--- src/rtl/mux5_scanner_if.sv ---
// mux5_scanner_if
//   Bundles the signals between the scanner, the 5:1 mux it drives, and the
//   downstream frame consumer.
//   master : the scanner. It drives sel, data_out, out_valid and busy.
//            It receives start, mux_y and out_ready.
//   slave  : the environment, which is the mux plus the frame consumer.
//   Signals:
//     start     : request one scan
//     sel[2:0]  : mux select, 0..4
//     mux_y     : selected mux output
//     data_out  : assembled 5-bit frame
//     out_valid : frame available
//     out_ready : consumer accepts the frame
//     busy      : scan in progress
interface mux5_scanner_if;
  logic       start;
  logic [2:0] sel;
  logic       mux_y;
  logic [4:0] data_out;
  logic       out_valid;
  logic       out_ready;
  logic       busy;

  modport master (
    input  start, mux_y, out_ready,
    output sel, data_out, out_valid, busy
  );

  modport slave (
    output start, mux_y, out_ready,
    input  sel, data_out, out_valid, busy
  );
endinterface

--- src/rtl/mux5_scanner.sv ---
// mux5_scanner
//   Steps a 5:1 mux select through channels 0..4. Each channel is held for
//   DWELL cycles, and mux_y is sampled at the last edge of that window. The
//   five samples form a frame, which is presented on a valid/ready
//   handshake. Bit k of the frame is the sample taken with sel = k.
//   Parameters:
//     DWELL      : cycles per channel, 1..16
//     CONTINUOUS : 1 = rescan automatically after each accepted frame
//   Ports:
//     clk : rising-edge clock
//     rst : asynchronous active-high reset
//     bus : mux5_scanner_if.master
//           start, sel, mux_y, data_out, out_valid, out_ready, busy
module mux5_scanner #(
  parameter int DWELL      = 1,
  parameter int CONTINUOUS = 0
) (
  input  logic            clk,
  input  logic            rst,
  mux5_scanner_if.master  bus
);

  typedef enum logic [1:0] {
    IDLE,
    SCAN,
    HOLD
  } state_t;

  localparam logic [3:0] DWELL_LAST = 4'(DWELL - 1);
  localparam logic [2:0] LAST_CH    = 3'd4;

  state_t     state;
  logic [2:0] ch;
  logic [3:0] cnt;
  logic [3:0] shadow;

  // NOTE: every state register is written with <=. All reads in this block
  // therefore see values from before the edge, which matches how the
  // hardware behaves.
  always_ff @(posedge clk or posedge rst) begin
    if (rst) begin
      // NOTE: shadow is a small register, not a memory, so it is cleared
      // along with the rest of the state. A partial frame never leaks out
      // after a reset.
      state         <= IDLE;
      ch            <= '0;
      cnt           <= '0;
      shadow        <= '0;
      bus.sel       <= '0;
      bus.data_out  <= '0;
      bus.out_valid <= 1'b0;
      bus.busy      <= 1'b0;
    end else begin
      case (state)
        IDLE: begin
          if (bus.start) begin
            state    <= SCAN;
            ch       <= '0;
            cnt      <= '0;
            bus.sel  <= '0;
            bus.busy <= 1'b1;
          end
        end

        SCAN: begin
          // start is deliberately not looked at here, so a request made
          // during a scan does not queue.
          if (cnt < DWELL_LAST) begin
            cnt <= cnt + 4'd1;
          end else if (ch < LAST_CH) begin
            shadow[ch[1:0]] <= bus.mux_y;
            ch              <= ch + 3'd1;
            cnt             <= '0;
            bus.sel         <= ch + 3'd1;   // sel tracks ch while scanning
          end else begin
            // The last channel goes straight into the frame, so no fifth
            // shadow bit is needed.
            bus.data_out  <= {bus.mux_y, shadow};
            bus.out_valid <= 1'b1;
            bus.busy      <= 1'b0;
            bus.sel       <= '0;
            state         <= HOLD;
          end
        end

        HOLD: begin
          if (bus.out_ready) begin
            bus.out_valid <= 1'b0;
            if ((CONTINUOUS != 0) || bus.start) begin
              state    <= SCAN;
              ch       <= '0;
              cnt      <= '0;
              bus.busy <= 1'b1;
            end else begin
              state <= IDLE;
            end
          end
        end

        default: state <= IDLE;
      endcase
    end
  end

endmodule

--- src/flat_wrapper.sv ---
// flat-port wrapper written by rule: the top's interface ports become plain ports
module mux5_scanner_flat 
#(
  parameter int DWELL      = 1,
  parameter int CONTINUOUS = 0
)
  (clk, rst, bus_start, bus_mux_y, bus_out_ready, bus_sel, bus_data_out, bus_out_valid, bus_busy);
  mux5_scanner_if bus_i ();
  input  logic clk;
  input  logic rst;
  input wire logic [$bits(bus_i.start)-1:0] bus_start;
  input wire logic [$bits(bus_i.mux_y)-1:0] bus_mux_y;
  input wire logic [$bits(bus_i.out_ready)-1:0] bus_out_ready;
  output wire logic [$bits(bus_i.sel)-1:0] bus_sel;
  output wire logic [$bits(bus_i.data_out)-1:0] bus_data_out;
  output wire logic [$bits(bus_i.out_valid)-1:0] bus_out_valid;
  output wire logic [$bits(bus_i.busy)-1:0] bus_busy;
  assign bus_i.start = bus_start;
  assign bus_i.mux_y = bus_mux_y;
  assign bus_i.out_ready = bus_out_ready;
  assign bus_sel = bus_i.sel;
  assign bus_data_out = bus_i.data_out;
  assign bus_out_valid = bus_i.out_valid;
  assign bus_busy = bus_i.busy;
  mux5_scanner #(.DWELL(DWELL), .CONTINUOUS(CONTINUOUS)) u_core (.clk(clk), .rst(rst), .bus(bus_i));
endmodule
--- config.mk ---
export PLATFORM = sky130hd
export DESIGN_NAME = mux5_scanner_flat
export DESIGN_NICKNAME = d
export VERILOG_FILES = /design/src/rtl/mux5_scanner_if.sv /design/src/rtl/mux5_scanner.sv /design/src/flat_wrapper.sv
export SDC_FILE = /design/constraint.sdc
export NUM_CORES = 1
export LEC_CHECK = 0
export CORE_MARGIN = 2
export CORE_UTILIZATION = 28
export DETAILED_ROUTE_END_ITERATION = 6
export PLACE_DENSITY = 0.57
export SYNTH_ARGS = -nofsm -noshare
export SYNTH_HDL_FRONTEND = slang
export SYNTH_SLANG_ARGS = --single-unit
--- constraint.sdc ---
create_clock -name clk -period 2.7 [get_ports clk]
set_input_delay 0.27 -clock clk [delete_from_list [all_inputs] [get_ports clk]]
set_output_delay 0.27 -clock clk [all_outputs]
set_load 0.02 [all_outputs]
==> impl_metrics.env <==
export IMPL_drive_gt1_share_pct=15.4
export IMPL_placed_cell_area_um2=1040
export IMPL_fp_coreArea_um2=3000
export IMPL_crit_buf_inv=1
export IMPL_min_period_ns=1.57
export IMPL_num_rows=20
export IMPL_ys_types=18
export IMPL_antenna_found_initial=0
export IMPL_grt_pass1_wl_mm=2.58
export IMPL_regArea_um2=475
export IMPL_gr_usage_met3_pct=2.16
export IMPL_fmax_mhz=636
export IMPL_overflow=0
export IMPL_slew_headroom_pct=52.5
export IMPL_critical_path_class="reg -> out"
export IMPL_ys_seq_area_share_pct=54.4
export IMPL_endpoint_kind="output pin"
export IMPL_required_ns=2.43
export IMPL_ir_worst_vdd_v=0.000246
export IMPL_place_congestion=0.802
export IMPL_worst_ep_arrival_time_ns=1.30
export IMPL_timing_final_crit_share_pct=58.2
export IMPL_fin_area_um2=1070
export IMPL_wl_mm=1.46
export IMPL_num_antenna_cells=0
export IMPL_setup_violations_final=0
export IMPL_cts_buffers=3
export IMPL_synth_top_area_cell="dfrtp_1"
export IMPL_ant_nets=0
export IMPL_ioPinCount=15
export IMPL_htreeDepth=1
export IMPL_grt_max_degree=20
export IMPL_rsz0062_at_grt="false"
export IMPL_async_flop_share_pct=100
export IMPL_maxCapViolCount=0
export IMPL_tns_ns=0
export IMPL_synth_seq_cells=19
export IMPL_worst_path_max_delay_cell="clkdlybuf4s50_1"
export IMPL_hpwl_mm=1.09
export IMPL_grt_use_total_pct=10.1
export IMPL_power_leakage_nw=0.475
export IMPL_avgSynthCellArea_um2=11.8
export IMPL_first_iter_violations=3
export IMPL_syn_area_um2=875
export IMPL_clk_pin_slew_worst_paths_ns=0.10
export IMPL_ys_warn_count=0
export IMPL_multi_input_comb_area_um2=369
export IMPL_syn_inst=74
export IMPL_worstMarginPinSlew_ns=0.711
export IMPL_dieArea_um2=3590
export IMPL_crit_path_cell_trace="clkdlybuf4s50_1"
export IMPL_preCtsSetupSlack_ns=1.28
export IMPL_setup_ws_ns=1.13
export IMPL_nets=102
export IMPL_hold_class="in -> async"
export IMPL_synth_ff_type="dfrtp_1"
export IMPL_cts_tree="built"
export IMPL_clk_insertion_delay_late_ns=0.30
export IMPL_ctsResizeCount=0
export IMPL_via_per_inst=4.80
export IMPL_firstDrtPassIters=2
export IMPL_r2r_cells=3
export IMPL_slew_violations=0
export IMPL_grtUsageMet1_pct=12.3
export IMPL_top_usage_layer="met2"
export IMPL_finClkSkew_ns=0.00633
export IMPL_dr_total_vias=595
export IMPL_fill_cells=318
export IMPL_crit_fanout=3
export IMPL_synthTopCellsByArea="dfrtp_1 (54%), mux2_2 (10%), ha_1 (7.2%)"
export IMPL_whs_ns=0.376
export IMPL_synth_net_count=84
export IMPL_post_cts_buffers=0
export IMPL_postCtsHoldBufs=0
export IMPL_die_x_um=59.9
export IMPL_clock_sinks=19
export IMPL_wl_per_cell_um=11.8
export IMPL_hold_viol_final=0
export IMPL_post_route_util_pct=35.7
export IMPL_pwr_density_cell_nw_per_um2=1150
export IMPL_start_kind="flip-flop"
export IMPL_cp_top_family="buffers and inverters"
export IMPL_critical_path_depth=1
export IMPL_critPathMaxStageDelay_ns=0.61
export IMPL_first_global_vias=588
export IMPL_io_buffers=14
export IMPL_outcome="completed"
export IMPL_root_buffer="clkbuf_4"
export IMPL_synth_top_area_share_pct=54.4
export IMPL_post_route_drc_count=0
export IMPL_synth_edf_count=0
export IMPL_met2_usage_pct=14.9
export IMPL_start_util_pct=29.1
export IMPL_area_growth_syn_to_layout_pct=22.5
export IMPL_clockBufferDepth=2
export IMPL_die_h_um=59.9
cell usage in the layout, fill, tap and decap left out:
cell             count
nand2_4              1
and2b_2              1
nand2b_1             2
mux2_2               8
clkbuf_1             1
or2b_1               3
a21oi_1              4
o22ai_1              2
o21ai_0              6
inv_1                5
o21bai_1             1
clkdlybuf4s50_1     14
mux2_1               1
nand3b_1             1
nor3b_4              1
nand2_1             12
a22o_1               1
clkbuf_4             3
ha_1                 5
dfrtp_1             19
where the power goes:
group	leakage (nW)	total, W	internal (W)	switching, W
Combinational	0.232	0.000570	0.000299	0.000271
Sequential	0.229	0.000519	0.000416	0.000103
Clock	0.0150	0.000143	0.0000576	0.0000852
Total	0.475	0.00123	0.000772	0.000459
logic make-up (layout without fill, tap and decap cells):
kind of cell | after synthesis | count (layout) | share of synthesized area, %
AOI/OAI and AO/OA | 14 | 14 | 9.01
adders and majority gates | 5 | 5 | 7.15
buffers and inverters | 6 | 23 | 3.43
muxes | 9 | 9 | 11.6
DFF | 19 | 19 | 54.4
and+or+nand+nor | 21 | 21 | 14.4
stage by stage:
step	cells	power [W]
6_report	124	0.00123
5_1_grt	124	0.00133
4_1_cts	124	0.00126
3_5_place_dp	120	0.00111
3_3_place_gp	120	0.00110
2_1_floorplan	74	0.000905
routing by layer:
| layer | vias up | part of all wire [%] |
|---|---|---|
| li1 | 286 | - |
| met1 | 294 | 46 |
| met2 | 10 | 46 |
| met3 | 5 | 3.4 |
| met4 | 0 | 4.0 |
| met5 | - | 0 |
flip-flops by register name, indices dropped and copies added, names as in the netlist:
name                  cells
u_core.state              2
u_core.ch                 3
u_core.bus.busy           1
u_core.bus.sel            3
u_core.bus.out_valid      1
u_core.bus.data_out       5
u_core.shadow             4
worst reg2reg max path, stage by stage, from the launching register on:
cell and delay [ns]:
dfrtp_1 0.50, and2b_2 0.29, nand2_4 0.11, mux2_2 0.34
final cells by class:
type / count / share of cell area, %
clock buffer: 4 / 2.45
timing repair buffer: 14 / 13.1
multi-input combinational: 49 / 34.5
sequential: 19 / 44.4
tap: 33 / 3.86
inverter: 5 / 1.75
cells in the mapped netlist, drive strengths merged (2+ instances only):
cell type and n:
dfrtp 19, nand2 13, mux2 9, o21ai 6
ha 5, inv 5, a21oi 4, or2b 3
nand2b 2, o22ai 2
path summary, 6_finish.rpt:
kind                                         from                     end  slack [ns]
worst max register to register    u_core.state[1]  u_core.bus.data_out[1]        1.34
worst max-delay path              u_core.bus.busy                bus_busy        1.13
worst min register to register  u_core.bus.sel[1]       u_core.bus.sel[1]        0.50
max in group asynchronous                     rst  u_core.bus.data_out[1]        1.87
min in group clk                u_core.bus.sel[1]       u_core.bus.sel[1]        0.50
worst min-delay path                          rst    u_core.bus.out_valid        0.38
Note: power is estimated with default switching activity, not from simulation.
